`config.mk`:
```
export PLATFORM = sky130hd
export DESIGN_NAME = mem_access_unit
export DESIGN_NICKNAME = d
export VERILOG_FILES = /design/src/rtl/mem_access_unit.sv
export SDC_FILE = /design/constraint.sdc
export NUM_CORES = 1
export LEC_CHECK = 0
export CELL_PAD_IN_SITES_DETAIL_PLACEMENT = 1
export CELL_PAD_IN_SITES_GLOBAL_PLACEMENT = 1
export CORE_UTILIZATION = 31
export DETAILED_ROUTE_END_ITERATION = 8
export PLACE_DENSITY = 0.87
export SYNTH_ARGS = -nofsm -noshare
export SYNTH_HDL_FRONTEND = slang
export SYNTH_SLANG_ARGS = --single-unit
export TNS_END_PERCENT = 100
```
`constraint.sdc`:
```
create_clock -name iCLK -period 2.3 [get_ports iCLK]
set_input_delay 0.46 -clock iCLK [delete_from_list [all_inputs] [get_ports iCLK]]
set_output_delay 0.46 -clock iCLK [all_outputs]
set_load 0.05 [all_outputs]
```
`src/rtl/mem_access_unit.sv`:
```
// -----------------------------------------------------------------------------
// mem_access_unit
//
// Memory-side stage of the multicycle datapath. It turns the control unit's
// MemRead/MemWrite strobes into exactly one req/ack bus transaction. It holds
// the control FSM through oStall until the transaction completes. It owns the
// instruction register (IR) and the memory data register (MDR). It also does
// load byte/half extraction with sign/zero extension, and store byte-lane
// steering.
//
// Optional feature: define MEM_TIMEOUT_EN to abort a transaction after TIMEOUT
// BUSY cycles without ack (sets sticky oBusErr). When undefined, BUSY waits
// indefinitely and oBusErr is tied low.
//
// Ports:
//   iCLK, iRST_n        clock (rising edge), synchronous active-low reset
//   iMemRead/iMemWrite  request levels from control (read wins if both)
//   iIRWrite            read completion targets IR instead of MDR
//   iIorD               address select: 0 = iPC, 1 = iALUOut
//   iPC, iALUOut        instruction / data address
//   iStoreData          store source
//   iLoadCase           000 lw, 001 lh, 010 lhu, 011 lb, 100 lbu, others lw
//   iWriteCase          00 sw, 01 sh, 10 sb, 11 sw
//   oStall              control must hold its state
//   oIR, oMDR           instruction register, extended load data
//   oBusAddr/WData/BE   word-aligned address, steered data, byte enables
//   oBusRead/oBusWrite  registered bus strobes
//   iBusRData, iBusAck  read data, one-cycle completion
//   oMisalign, oBusErr  sticky misaligned-access / timeout flags
//   oState              current state (0 IDLE, 1 BUSY, 2 DONE)
// -----------------------------------------------------------------------------
module mem_access_unit #(
    parameter int          TIMEOUT  = 16,
    parameter logic [31:0] IR_RESET = 32'h00000013
) (
    input  logic        iCLK,
    input  logic        iRST_n,
    input  logic        iMemRead,
    input  logic        iMemWrite,
    input  logic        iIRWrite,
    input  logic        iIorD,
    input  logic [31:0] iPC,
    input  logic [31:0] iALUOut,
    input  logic [31:0] iStoreData,
    input  logic [2:0]  iLoadCase,
    input  logic [1:0]  iWriteCase,
    output logic        oStall,
    output logic [31:0] oIR,
    output logic [31:0] oMDR,
    output logic [31:0] oBusAddr,
    output logic [31:0] oBusWData,
    output logic [3:0]  oBusBE,
    output logic        oBusRead,
    output logic        oBusWrite,
    input  logic [31:0] iBusRData,
    input  logic        iBusAck,
    output logic        oMisalign,
    output logic        oBusErr,
    output logic [1:0]  oState
);

    typedef enum logic [1:0] {
        IDLE = 2'd0,
        BUSY = 2'd1,
        DONE = 2'd2
    } state_t;

    state_t      state_reg;
    logic [1:0]  off_reg;
    logic [2:0]  lcase_reg;
    logic        irw_reg;
    logic [31:0] ir_reg;
    logic [31:0] mdr_reg;
    logic [31:0] bus_addr_reg;
    logic [31:0] bus_wdata_reg;
    logic [3:0]  bus_be_reg;
    logic        bus_read_reg;
    logic        bus_write_reg;
    logic        misalign_reg;

    logic [31:0] addr;
    logic        req;
    logic        misaligned;
    logic        accept;
    logic        timeout_hit;
    logic [3:0]  store_be;
    logic [31:0] store_wdata;
    logic [7:0]  load_byte;
    logic [15:0] load_half;
    logic [31:0] load_ext;

    assign addr   = iIorD ? iALUOut : iPC;
    assign req    = iMemRead | iMemWrite;
    assign accept = (state_reg == IDLE) && req && !misaligned;

    // Alignment is checked against whichever access wins: a read if requested,
    // otherwise the write.
    always_comb begin
        misaligned = 1'b0;
        if (iMemRead) begin
            case (iLoadCase)
                3'b001, 3'b010: misaligned = addr[0];
                3'b011, 3'b100: misaligned = 1'b0;
                default:        misaligned = |addr[1:0];
            endcase
        end else begin
            case (iWriteCase)
                2'b01:   misaligned = addr[0];
                2'b10:   misaligned = 1'b0;
                default: misaligned = |addr[1:0];
            endcase
        end
    end

    // Store lane steering: halfword sits in the lane chosen by addr[1],
    // a byte is replicated so any byte-enable lane sees it.
    always_comb begin
        store_be    = 4'b1111;
        store_wdata = iStoreData;
        case (iWriteCase)
            2'b01: begin
                store_be    = 4'b0011 << addr[1:0];
                store_wdata = addr[1] ? {iStoreData[15:0], 16'h0000}
                                      : {16'h0000, iStoreData[15:0]};
            end
            2'b10: begin
                store_be    = 4'b0001 << addr[1:0];
                store_wdata = {4{iStoreData[7:0]}};
            end
            default: begin
                store_be    = 4'b1111;
                store_wdata = iStoreData;
            end
        endcase
    end

    // Load extraction uses the offset and case latched at accept time.
    always_comb begin
        case (off_reg)
            2'd0:    load_byte = iBusRData[7:0];
            2'd1:    load_byte = iBusRData[15:8];
            2'd2:    load_byte = iBusRData[23:16];
            default: load_byte = iBusRData[31:24];
        endcase
        load_half = off_reg[1] ? iBusRData[31:16] : iBusRData[15:0];
        case (lcase_reg)
            3'b001:  load_ext = {{16{load_half[15]}}, load_half};
            3'b010:  load_ext = {16'h0000, load_half};
            3'b011:  load_ext = {{24{load_byte[7]}}, load_byte};
            3'b100:  load_ext = {24'h000000, load_byte};
            default: load_ext = iBusRData;
        endcase
    end

`ifdef MEM_TIMEOUT_EN
    logic [4:0] tcount_reg;
    logic       bus_err_reg;

    // Ack on the limit cycle takes priority over the abort.
    assign timeout_hit = (state_reg == BUSY) && !iBusAck
                         && (tcount_reg == 5'(TIMEOUT - 1));

    always_ff @(posedge iCLK) begin
        if (!iRST_n) begin
            tcount_reg  <= 5'd0;
            bus_err_reg <= 1'b0;
        end else begin
            if (accept) begin
                tcount_reg <= 5'd0;
            end else if ((state_reg == BUSY) && !iBusAck) begin
                tcount_reg <= tcount_reg + 5'd1;
            end
            if (timeout_hit) begin
                bus_err_reg <= 1'b1;
            end
        end
    end

    assign oBusErr = bus_err_reg;
`else
    logic unused_timeout;
    assign unused_timeout = ^32'(TIMEOUT);
    assign timeout_hit    = 1'b0;
    assign oBusErr        = 1'b0;
`endif

    always_ff @(posedge iCLK) begin
        if (!iRST_n) begin
            state_reg     <= IDLE;
            off_reg       <= 2'd0;
            lcase_reg     <= 3'd0;
            irw_reg       <= 1'b0;
            ir_reg        <= IR_RESET;
            mdr_reg       <= 32'h0;
            bus_addr_reg  <= 32'h0;
            bus_wdata_reg <= 32'h0;
            bus_be_reg    <= 4'h0;
            bus_read_reg  <= 1'b0;
            bus_write_reg <= 1'b0;
            misalign_reg  <= 1'b0;
        end else begin
            case (state_reg)
                IDLE: begin
                    if (req && misaligned) begin
                        misalign_reg <= 1'b1;
                    end else if (accept) begin
                        off_reg       <= addr[1:0];
                        lcase_reg     <= iLoadCase;
                        irw_reg       <= iIRWrite;
                        bus_addr_reg  <= {addr[31:2], 2'b00};
                        bus_read_reg  <= iMemRead;
                        bus_write_reg <= !iMemRead;
                        bus_be_reg    <= iMemRead ? 4'b1111 : store_be;
                        bus_wdata_reg <= iMemRead ? 32'h0 : store_wdata;
                        state_reg     <= BUSY;
                    end
                end
                BUSY: begin
                    if (iBusAck) begin
                        bus_read_reg  <= 1'b0;
                        bus_write_reg <= 1'b0;
                        state_reg     <= DONE;
                        if (bus_read_reg) begin
                            if (irw_reg) begin
                                ir_reg <= iBusRData;
                            end else begin
                                mdr_reg <= load_ext;
                            end
                        end
                    end else if (timeout_hit) begin
                        bus_read_reg  <= 1'b0;
                        bus_write_reg <= 1'b0;
                        state_reg     <= DONE;
                    end
                end
                DONE: begin
                    state_reg <= IDLE;
                end
                default: begin
                    state_reg <= IDLE;
                end
            endcase
        end
    end

    assign oStall    = accept || (state_reg == BUSY);
    assign oIR       = ir_reg;
    assign oMDR      = mdr_reg;
    assign oBusAddr  = bus_addr_reg;
    assign oBusWData = bus_wdata_reg;
    assign oBusBE    = bus_be_reg;
    assign oBusRead  = bus_read_reg;
    assign oBusWrite = bus_write_reg;
    assign oMisalign = misalign_reg;
    assign oState    = state_reg;

endmodule
```
After elaboration in Yosys (flattened, before gate mapping) --
Cells that the tools add are included.
Word-level totals: bits in registers 141, output and inout bits 139, word-level logic and storage cells 74
Cells by class: eq/ne operators 16, shift operators 2, mux-type cells 23, bitwise operators 3, reduce and logical (&&, ||, !) cells 18
Operators with widths (count):
- 32-bit one-hot mux with 4 select lines | 1
- 32-bit two-way mux | 3
- 32-bit one-hot mux with 2 select lines | 1
- 8-bit one-hot mux with 3 select lines | 1
- 16-bit two-way mux | 1
- 3-bit by 2-bit equality test with 1-bit output (second input constant) | 4
- 4-bit AND reduction | 3
- 1-bit one-hot mux with 2 select lines | 4
- 4-bit one-hot mux with 2 select lines | 1
- 2-bit by 1-bit equality test with 1-bit output (second input constant) | 3
- 3-bit by 1-bit equality test with 1-bit output (second input constant) | 2
- 3-bit equality test (second input constant) | 2
- 1-bit two-way mux | 6
- 2-bit two-way mux | 3
- 2-bit != test (second input constant) | 3
- 3-bit AND reduction | 2
- 2-bit OR reduction | 3
- 2-bit equality test (second input constant) | 2
- 2-bit logical NOT | 2
- 4-bit two-way mux | 1
- 2-bit one-hot mux with 2 select lines | 1
- 1-bit by 2-bit left shift with 4-bit output (first input constant) | 1
- 2-bit by 2-bit left shift with 4-bit output (first input constant) | 1
- 1-bit logical AND | 3
- other kinds (6) | 8

Longest topological paths before layout --
Gate-level depths: netlist of the first run.
depth in word-level cells 9, depth in mapped cells 8

Worst setup path after synthesis of the first run --
OpenSTA, ideal clock, no wires.
path type in2out, from in iWriteCase[0], to out oStall, data arrival time 1.994 ns, data required time 1.840 ns, setup slack -0.154 ns, stages on the path 7, path buffers 1, cells stage by stage inv_1 ha_1 nor2_1 a21boi_4 o21ba_2 buf_6 or2_1
Between the ends: cells in the longest elaborated chain, start to end 6, elaborated cells between the ends (all ways) 7
RTL lines:
- start, declared | RTL line 46 | input logic [1:0] iWriteCase,
- 2-bit equality test / 2-bit by 1-bit equality test with 1-bit output (equally long branches) | RTL line 107 | case (iWriteCase)
- 1-bit one-hot mux with 2 select lines * | RTL line 107
- 1-bit two-way mux * | RTL line 100 | if (iMemRead) begin
- 1-bit logical NOT * | RTL line 94 | assign accept = (state_reg == IDLE) && req && !misaligned;
- 1-bit logical AND * | RTL line 94
- 1-bit logical OR * | RTL line 246 | assign oStall = accept || (state_reg == BUSY);
- end, declared | RTL line 47 | output logic oStall,
Every way passes the cells marked *; elsewhere a longest branch is shown, timed or not.

Final worst setup path of the first run --
from in iLoadCase[2], to out oStall
Between the ends: cells in the longest elaborated chain, start to end 7, elaborated cells between the ends (all ways) 11
RTL lines:
- start, declared | RTL line 45 | input logic [2:0] iLoadCase,
- 3-bit by 2-bit equality test with 1-bit output (tied with other cells) | RTL line 101 | case (iLoadCase)
- 2-bit OR reduction | RTL line 101
- 1-bit one-hot mux with 2 select lines * | RTL line 101
- 1-bit two-way mux * | RTL line 100
- 1-bit logical NOT * | RTL line 94
- 1-bit logical AND * | RTL line 94
- 1-bit logical OR * | RTL line 246
Marks and branches as above.

==> results of run 1 <==
## final timing paths
check	startpoint	endpoint	slack, ps	depth (start not counted)
setup reg to reg	lcase_reg[1]	oMDR[4]	170	5
setup / recovery	iLoadCase[2]	oStall	20	6
hold / removal	oBusAddr[8]	oBusAddr[8]	460	2
hold reg to reg	oBusAddr[8]	oBusAddr[8]	460	2
## power by group
part / switching [mW] / total, mW / internal (mW)
Clock: 1.15 / 2.80 / 1.65
Combinational: 1.01 / 1.81 / 0.799
Sequential: 0.0891 / 2.65 / 2.56
## area by class of cell
cell class,count,area (um2)
clock buffers,19,443
flip-flops and latches,141,2820
multi-input cells,554,3620
inverters,4,15.0
fillers,2423,10500
clock inverters,13,154
well taps,275,344
repair buffers,328,3210
## routing by layer
layer  vias up  part of all wire
met4         0             0.030
li1       3232                 -
met3        48             0.065
met5         -                 0
met1      3342              0.42
met2       273              0.49
## logic make-up (layout without fill, tap and decap cells)
logic type | count (synthesis) | count (layout) | share of synthesized area
AO/OA/AOI/OAI | 181 | 181 | 0.188
XOR/XNOR | 3 | 3 | 0.00500
adder cells (fa/ha/maj) | 2 | 2 | 0.00371
buffers and inverters | 67 | 364 | 0.0565
flip-flops | 141 | 141 | 0.418
multiplexers | 99 | 99 | 0.166
other | 1 | 3 | 0.000555
AND/OR/NAND/NOR | 266 | 266 | 0.163
## worst register-to-register path: cells and delay by family (launching register included)
family           cells  cell delay (ps)
AO/OA/AOI/OAI        2              420
AND/OR/NAND/NOR      2              970
XOR/XNOR             1              100
flip-flops           1              490
## metrics by stage
stage / setup TNS [ps] / worst slack, ps / util
finish: 0 / 15.3 / 0.501
detailed placement: -16990 / -386 / 0.471
global route: -1.66 / -1.66 / 0.501
CTS: 0 / 1.34 / 0.502
global placement: -11930 / -356 / 0.471
floorplan: 0 / 21.4 / -
## cells in the final DEF, fill, tap and decap left out, types with 11 or more instances in the layout
cell type,synthesis,layout
mux2i_1,60,59
clkdlybuf4s50_1,0,262
o22ai_1,19,19
a21boi_0,30,30
nand2_1,215,215
a21oi_1,19,19
clkbuf_16,0,17
buf_4,4,48
o21ai_0,44,43
a22oi_1,23,23
dfxtp_1,141,141
nand3_1,11,11
mux2_2,32,32
## what timing repair did
action | CTS | global route
gates resized for setup | 26 | 7
pin swaps | 3 | 2
endpoints found under the hold margin | 0 | 0
endpoints found under the setup margin | 1 | 1
buffers inserted | 2 | 0
gates cloned | 0 | 0
==> reports/metrics.yaml, run 1 <==
busiest_layer: "met2"
nNetsFinal: 1188
endpoint_kind: "output pin"
start_util: 0.319
max_stage_delay_ps: 380
synth_cell_types: 55
hold_path_class: "reg -> reg"
grt_pass1_wl_um: 40000
drt-total-wl_um: 25900
synth_commonest_cells: "nand2_1 (215), dfxtp_1 (141), mux2i_1 (60)"
first_pass_iters: 5
tightest_slew_ps: 976
hold_buffers: 0
critPathTopFamily: "compound AO/OA/AOI/OAI gates"
insertedDiodeCount: 0
ys_seq_area_frac: 0.418
maxSlewHeadroom: 0.348
required_ps: 1840
synthFlopType: "dfxtp_1"
slew_viol_final: 0
viasPerCell: 5.17
cts.clk_slew.worst_paths_ps: 60
fmax_mhz: 438
die_h_um: 150
use_met3: 0.0454
dp_hpwl_um: 19000
drc: 0
ys_seq_elements: 141
place.gp.congestion: 0.828
dieArea_um2: 22400
yosys_warnings: 0
synth_area_leaders: "dfxtp_1 (42%), nand2_1 (12%), mux2i_1 (8.9%), mux2_2 (5.3%), a21boi_0 (3.3%)"
final_antenna_net_count: 0
worstSkewPairLatency_ps: 420
synthCells: 760
vias: 6895
fin_crit_sh: 0.993
crit_chain: "dlygate4sd2_1 -> nand2b_4 -> o32a_4 -> o21ba_4 -> or2_4 -> buf_12"
arrival_ps: 1820
core.rowCount: 53
syn_area_um2: 6750
synth_edf_count: 0
avgSynthCellArea_um2: 8.88
grt_antenna_before_repair: 0
drtIter0Drc: 425
path_class: "in -> out"
grt_pass1_vias: 7134
ir_worst_vdd_mv: 0.450
track_usage: 0.231
use_met1: 0.279
dieWidth_um: 150
setup_viol: 0
coreArea_um2: 21200
placed_area_um2: 9970
grt_max_degree: 184
cp.buffers_inverters: 2
synth_top_area_share: 0.418
drive_gt1_frac: 0.146
yosysMostFrequentCell: "nand2_1"
grt_use_met2: 0.396
root_buffer: "clkbuf_16"
yosysTopAreaCell: "dfxtp_1"
hold_viol: 0
io_pins: 279
grt_overflow: 0
crit_path_start_kind: "input pin"
cts_sinks: 141
leakagePower_nw: 4.05
cp_slowest_cell: "o32a_4"
areaGrowthSynthToFinish_pct: 57.1
power_mw: 7.26
dpl.cell_count: 1300
outcome: "finished clean"
path_max_fanout: 2
min_period_ps: 2280
cap_violations: 0
cts_made_buffers: 17
fin_area_um2: 10600
place.port_buffers: 275
wl_per_cell_um: 19.4
power_density_nw_per_um2: 684
async_flop_share: 0
cts_tree: "built"
fin_hold_ws_ps: 459
h-tree-depth: 4
clk_path_buf_depth: 2
fin_cells: 1334
fin_skew_ps: 9.18
No activity file was read; power rests on OpenSTA's default activity.
==> run 2, diff against run 1 <==
--- a/config.mk
+++ b/config.mk
@@ -5,9 +5,12 @@
 export SDC_FILE = /design/constraint.sdc
 export NUM_CORES = 1
 export LEC_CHECK = 0
+export CAP_MARGIN = 20
 export CELL_PAD_IN_SITES_DETAIL_PLACEMENT = 1
 export CELL_PAD_IN_SITES_GLOBAL_PLACEMENT = 1
+export CORE_ASPECT_RATIO = 0.9
 export CORE_UTILIZATION = 31
+export CTS_BUF_LIST = sky130_fd_sc_hd__clkbuf_4 sky130_fd_sc_hd__clkbuf_8 sky130_fd_sc_hd__clkbuf_16
 export DETAILED_ROUTE_END_ITERATION = 8
 export PLACE_DENSITY = 0.87
 export SYNTH_ARGS = -nofsm -noshare
==> reports/metrics.yaml, run 2 (synthesized netlist as in run 1, its figures left out) <==
outcome: "finished clean"  # unchanged
place.gp.congestion: 0.839  # was 0.828
viasPerCell: 5.07  # was 5.17
dieWidth_um: 158  # was 150 um
place.port_buffers: 275  # unchanged
io_pins: 279  # unchanged
fmax_mhz: 441  # was 438 MHz
cp.depth: 7  # was 6
maxSlewHeadroom: 0.493  # was 0.348
critPathCapture: "oStall"  # unchanged
cp_slowest_cell: "ha_4"  # was o32a_4
startpoint: "iWriteCase[1]"  # was iLoadCase[2]
cap_violations: 0  # unchanged
cts_tree: "built"  # unchanged
min_period_ps: 2270  # was 2280 ps
path_max_fanout: 4  # was 2
hold_viol: 0  # unchanged
r2r_end: "oMDR[2]"  # was oMDR[4]
critPathTopFamily: "buffers and inverters"  # was compound AO/OA/AOI/OAI gates
grt_antenna_before_repair: 2  # was 0
required_ps: 1840  # about the same
rsz0062_at_grt: "false"
arrival_ps: 1810  # was 1820 ps
power_mw: 7.33  # was 7.26 mW
cts_made_buffers: 17  # unchanged
r2r_cells: 6  # was 5
path_class: "in -> out"  # unchanged
hold_buffers: 0  # unchanged
endpoint_kind: "output pin"  # unchanged
grt_pass1_wl_um: 39600  # was 40000 um
max_stage_delay_ps: 290  # was 380 ps
power_density_nw_per_um2: 684  # about the same
areaGrowthSynthToFinish_pct: 58.7  # was 57.1%
grt_pass1_vias: 7230  # was 7134
drive_gt1_frac: 0.155  # was 0.146
drc: 0  # unchanged
grt_max_degree: 81  # was 184
tightest_slew_ps: 758  # was 976 ps
h-tree-depth: 4  # unchanged
crit_chain: "dlygate4sd2_1 -> ha_4 -> nor2_2 -> a21boi_4 -> o21ba_4 -> or2_4 -> buf_12"  # was dlygate4sd2_1 -> nand2b_4 -> o32a_4 -> o21ba_4 -> or2_4 -> buf_12
cts.clk_slew.worst_paths_ps: 60  # about the same
root_buffer: "clkbuf_16"  # unchanged
grt_overflow: 0  # unchanged
cts_sinks: 141  # unchanged
clk_path_buf_depth: 2  # unchanged
drtIter0Drc: 340  # was 425
mostFrequentLayoutCells: "clkdlybuf4s50_1 (262), nand2_1 (214), dfxtp_1 (141)"  # was clkdlybuf4s50_1 (262), nand2_1 (215), dfxtp_1 (141)
hold_path_class: "in -> reg"  # was reg -> reg
drt-total-wl_um: 26200  # was 25900 um
dieArea_um2: 22400  # about the same
track_usage: 0.232  # was 0.231
worstReg2RegStart: "lcase_reg[2]"  # was lcase_reg[1]
setup_viol: 0  # unchanged
final_antenna_net_count: 0  # unchanged
vias: 6849  # was 6895
fin_crit_sh: 0.986  # was 0.993
coreArea_um2: 21100  # was 21200 um2
reg2reg_slack_ps: 250  # was 170 ps
final.fill_count: 2432  # was 2423
holdPathStages: 3  # was 2
nNetsFinal: 1192  # was 1188
start_util: 0.320  # was 0.319
wl_per_cell_um: 19.4  # about the same
core.rowCount: 50  # was 53
cp.buffers_inverters: 2  # unchanged
worstSkewPairLatency_ps: 420  # about the same
first_pass_iters: 6  # was 5
fin_util: 0.508  # was 0.501
dp_hpwl_um: 19100  # was 19000 um
fin_skew_ps: 13.5  # was 9.18 ps
ir_worst_vdd_mv: 0.290  # was 0.450 mV
die_h_um: 142  # was 150 um
layout.cells.most_common: "clkdlybuf4s50_1"  # unchanged
crit_path_start_kind: "input pin"  # unchanged
leakagePower_nw: 4.09  # was 4.05 nW
slew_viol_final: 0  # unchanged
run 2: layout make-up:
class                   count  area (um2)  share of cell area
diodes                      2        5.00            0.000467
clock buffers              18         433              0.0404
clock inverters            13         165              0.0154
inverters                   4        15.0             0.00140
multi-input cells         554        3660               0.341
flip-flops and latches    141        2820               0.263
well taps                 286         358              0.0334
repair buffers            332        3260               0.304
run 2: per-stage QoR:
stage / setup WS (ps) / hold WS, ps / instances / instance area [um2] / TNS, ps
after floorplan: 21.4 / 462 / 762 / 6760 / 0
after global placement: -316 / 439 / 1314 / 10000 / -11960
after detailed placement: -371 / 452 / 1314 / 10000 / -17290
after CTS: 9.00 / 333 / 1347 / 10700 / 0
after global routing: 1.77 / 354 / 1349 / 10700 / 0
final: 32.1 / 346 / 1350 / 10700 / 0
run 2: worst min path at each step:
| stage | start | to |
|---|---|---|
| 2_1_floorplan | irw_reg | irw_reg |
| 6_report | iLoadCase[0] | lcase_reg[0] |
| 4_1_cts | iLoadCase[0] | lcase_reg[0] |
| 3_5_place_dp | oBusWrite | oBusWrite |
| 5_1_grt | iLoadCase[0] | lcase_reg[0] |
| 3_3_place_gp | oBusWrite | oBusWrite |
run 2: routing by layer:
layer	track usage	vias to the layer above	share of wire
li1	-	3251	-
met1	0.284	3308	0.43
met2	0.388	243	0.48
met3	0.0576	47	0.068
met4	0.0966	0	0.025
met5	0	-	0
run 2: timing repair:
item                                    CTS  global route
endpoints found under the setup margin    1             1
resized for setup                        32            10
hold endpoints to repair                  0             0
buffers inserted                          2             1
pin swaps                                 2             2
run 2: tightest hold or removal path: stages:
cell and delay (ps):
buf_2 140, nand2_1 60, mux2i_1 60
run 2: report_power, final:
group	total [mW]	switching (mW)	internal, mW
sequential	2.64	0.0857	2.56
combinational	1.86	1.03	0.828
clock	2.82	1.11	1.72
==> run 3, diff against run 2 <==
--- a/config.mk
+++ b/config.mk
@@ -12,7 +12,8 @@
 export CORE_UTILIZATION = 31
 export CTS_BUF_LIST = sky130_fd_sc_hd__clkbuf_4 sky130_fd_sc_hd__clkbuf_8 sky130_fd_sc_hd__clkbuf_16
 export DETAILED_ROUTE_END_ITERATION = 8
-export PLACE_DENSITY = 0.87
+export MAX_ROUTING_LAYER = met4
+export PLACE_DENSITY = 0.9
 export SYNTH_ARGS = -nofsm -noshare
 export SYNTH_HDL_FRONTEND = slang
 export SYNTH_SLANG_ARGS = --single-unit
==> reports/metrics.yaml, run 3 (synthesized netlist as in run 1, its figures left out) <==
outcome: "finished clean"  # unchanged
grt_overflow: 0  # unchanged
place.port_buffers: 275  # unchanged
grt_max_degree: 184  # was 81
fin_cells: 1347  # was 1350
cts_tree: "built"  # unchanged
hold_viol: 0  # unchanged
h-tree-depth: 4  # unchanged
drc: 0  # unchanged
fin_hold_ws_ps: 346  # about the same
worstReg2RegStart: "lcase_reg[2]"  # unchanged
reg2reg_slack_ps: 290  # was 250 ps
die_h_um: 142  # unchanged
clk_path_buf_depth: 2  # unchanged
fin_area_um2: 10700  # about the same
vias: 6860  # was 6849
drtIter0Drc: 376  # was 340
viasPerCell: 5.09  # was 5.07
nNetsFinal: 1187  # was 1192
path_max_fanout: 5  # was 4
endpoint_kind: "output pin"  # unchanged
first_pass_iters: 6  # unchanged
holdPathEnd: "lcase_reg[1]"  # was lcase_reg[0]
r2r_end: "oMDR[3]"  # was oMDR[2]
final.fill_count: 2428  # was 2432
cp_slowest_cell: "or2_4"  # was ha_4
placed_area_um2: 9980  # was 10000 um2
areaGrowthSynthToFinish_pct: 58.0  # was 58.7%
track_usage: 0.244  # was 0.232
grt_pass1_wl_um: 40400  # was 39600 um
final_antenna_net_count: 0  # unchanged
coreArea_um2: 21100  # unchanged
grt_antenna_before_repair: 3  # was 2
mostFrequentLayoutCells: "clkdlybuf4s50_1 (262), nand2_1 (215), dfxtp_1 (141)"  # was clkdlybuf4s50_1 (262), nand2_1 (214), dfxtp_1 (141)
r2r_cells: 6  # unchanged
grt_pass1_vias: 7436  # was 7230
ir_worst_vdd_mv: 0.434  # was 0.290 mV
root_buffer: "clkbuf_16"  # unchanged
wl_per_cell_um: 19.8  # was 19.4 um
fin_util: 0.506  # was 0.508
crit_chain: "buf_2 -> buf_4 -> nand2b_4 -> o32ai_4 -> o32a_4 -> o21ba_4 -> or2_4 -> buf_12"  # was dlygate4sd2_1 -> ha_4 -> nor2_2 -> a21boi_4 -> o21ba_4 -> or2_4 -> buf_12
core.rowCount: 50  # unchanged
dieWidth_um: 158  # unchanged
setup_viol: 0  # unchanged
cts_made_buffers: 17  # unchanged
power_density_nw_per_um2: 694  # was 684 nW/um2
fin_skew_ps: 15.5  # was 13.5 ps
worstSkewPairLatency_ps: 430  # was 420 ps
slew_viol_final: 0  # unchanged
cap_violations: 0  # unchanged
fmax_mhz: 441  # about the same
maxSlewHeadroom: 0.351  # was 0.493
fin_crit_sh: 0.986  # about the same
cts.clk_slew.worst_paths_ps: 60  # about the same
hold_path_class: "in -> reg"  # unchanged
required_ps: 1840  # about the same
dp_hpwl_um: 19500  # was 19100 um
start_util: 0.320  # unchanged
cts_sinks: 141  # unchanged
layout.cells.most_common: "clkdlybuf4s50_1"  # unchanged
min_from: "iLoadCase[1]"  # was iLoadCase[0]
place.gp.congestion: 0.855  # was 0.839
dpl.cell_count: 1310  # was 1314
arrival_ps: 1810  # about the same
min_period_ps: 2270  # about the same
drive_gt1_frac: 0.150  # was 0.155
crit_path_start_kind: "input pin"  # unchanged
io_pins: 279  # unchanged
drt-total-wl_um: 26700  # was 26200 um
holdPathStages: 3  # unchanged
tightest_slew_ps: 971  # was 758 ps
place_worst_setup_slack_ps: -450  # was -371 ps
path_class: "in -> out"  # unchanged
dieArea_um2: 22400  # unchanged
worst_slack_ps: 32.7  # was 32.1 ps
leakagePower_nw: 4.05  # was 4.09 nW
max_stage_delay_ps: 260  # was 290 ps
==> run 3: cell types whose count changed in the layout (fill, tap and decap cells not counted), moves of 3 or more <==
cell,before,now
clkdlybuf4s15_1,0,3
clkbuf_2,2,5
buf_4,49,46
dlygate4sd2_1,5,2
==> run 3: how the worst max path moves through the flow <==
stage                 start             to  slack (ps)  cells past startpoint
3_3_place_gp          iIorD         oStall        -330                      7
3_5_place_dp          iIorD  oBusWData[26]        -450                      7
6_report              iIorD         oStall          30                      8
2_1_floorplan         iIorD         oStall          20                      6
4_1_cts        iLoadCase[2]         oStall          20                      6
5_1_grt        iLoadCase[2]         oStall        -0.6                      6
==> run 3: per-layer routing <==
layer / track usage / share of wire / wire length (um) / up-vias
met2: 0.404 / 0.48 / 12700 / 261
met4: 0.0869 / 0.023 / 616 / 0
met5: - / 0 / 0 / -
met1: 0.276 / 0.42 / 11200 / 3318
met3: 0.0786 / 0.081 / 2150 / 42
li1: - / - / - / 3239
==> run 3: through the flow <==
| step | setup TNS [ps] | total power, mW |
|---|---|---|
| finish | 0 | 7.40 |
| global route | -0.558 | 7.69 |
| CTS | 0 | 7.47 |
| detailed placement | -23230 | 4.51 |
| global placement | -13870 | 4.46 |
| floorplan | 0 | 3.77 |
==> run 3: repair_timing <==
item	CTS	global route
pin swaps	4	5
gates resized for setup	27	14
setup buffers	1	1
setup endpoints to repair	3	1
hold buffers	0	0
==> run 3: power by group <==
group	leakage, nW	internal (mW)	switching (mW)
Combinational	2.62	0.811	1.03
Sequential	1.14	2.56	0.0874
Clock	0.286	1.74	1.17
Total	4.05	5.11	2.29
==> run 3: cell type report <==
class	instances	area (um2)	area share
multi-input cells	554	3650	0.342
clock inverters	14	183	0.0171
inverters	4	15.0	0.00141
well taps	286	358	0.0336
clock buffers	18	433	0.0406
repair buffers	327	3200	0.300
flip-flops and latches	141	2820	0.265
diodes	3	7.51	0.000704
==> run 3: worst max-delay path: cells and delay by family <==
| family | cells | cell delay, ps |
|---|---|---|
| compound gates | 3 | 540 |
| simple gates | 2 | 340 |
| buf+inv | 3 | 470 |
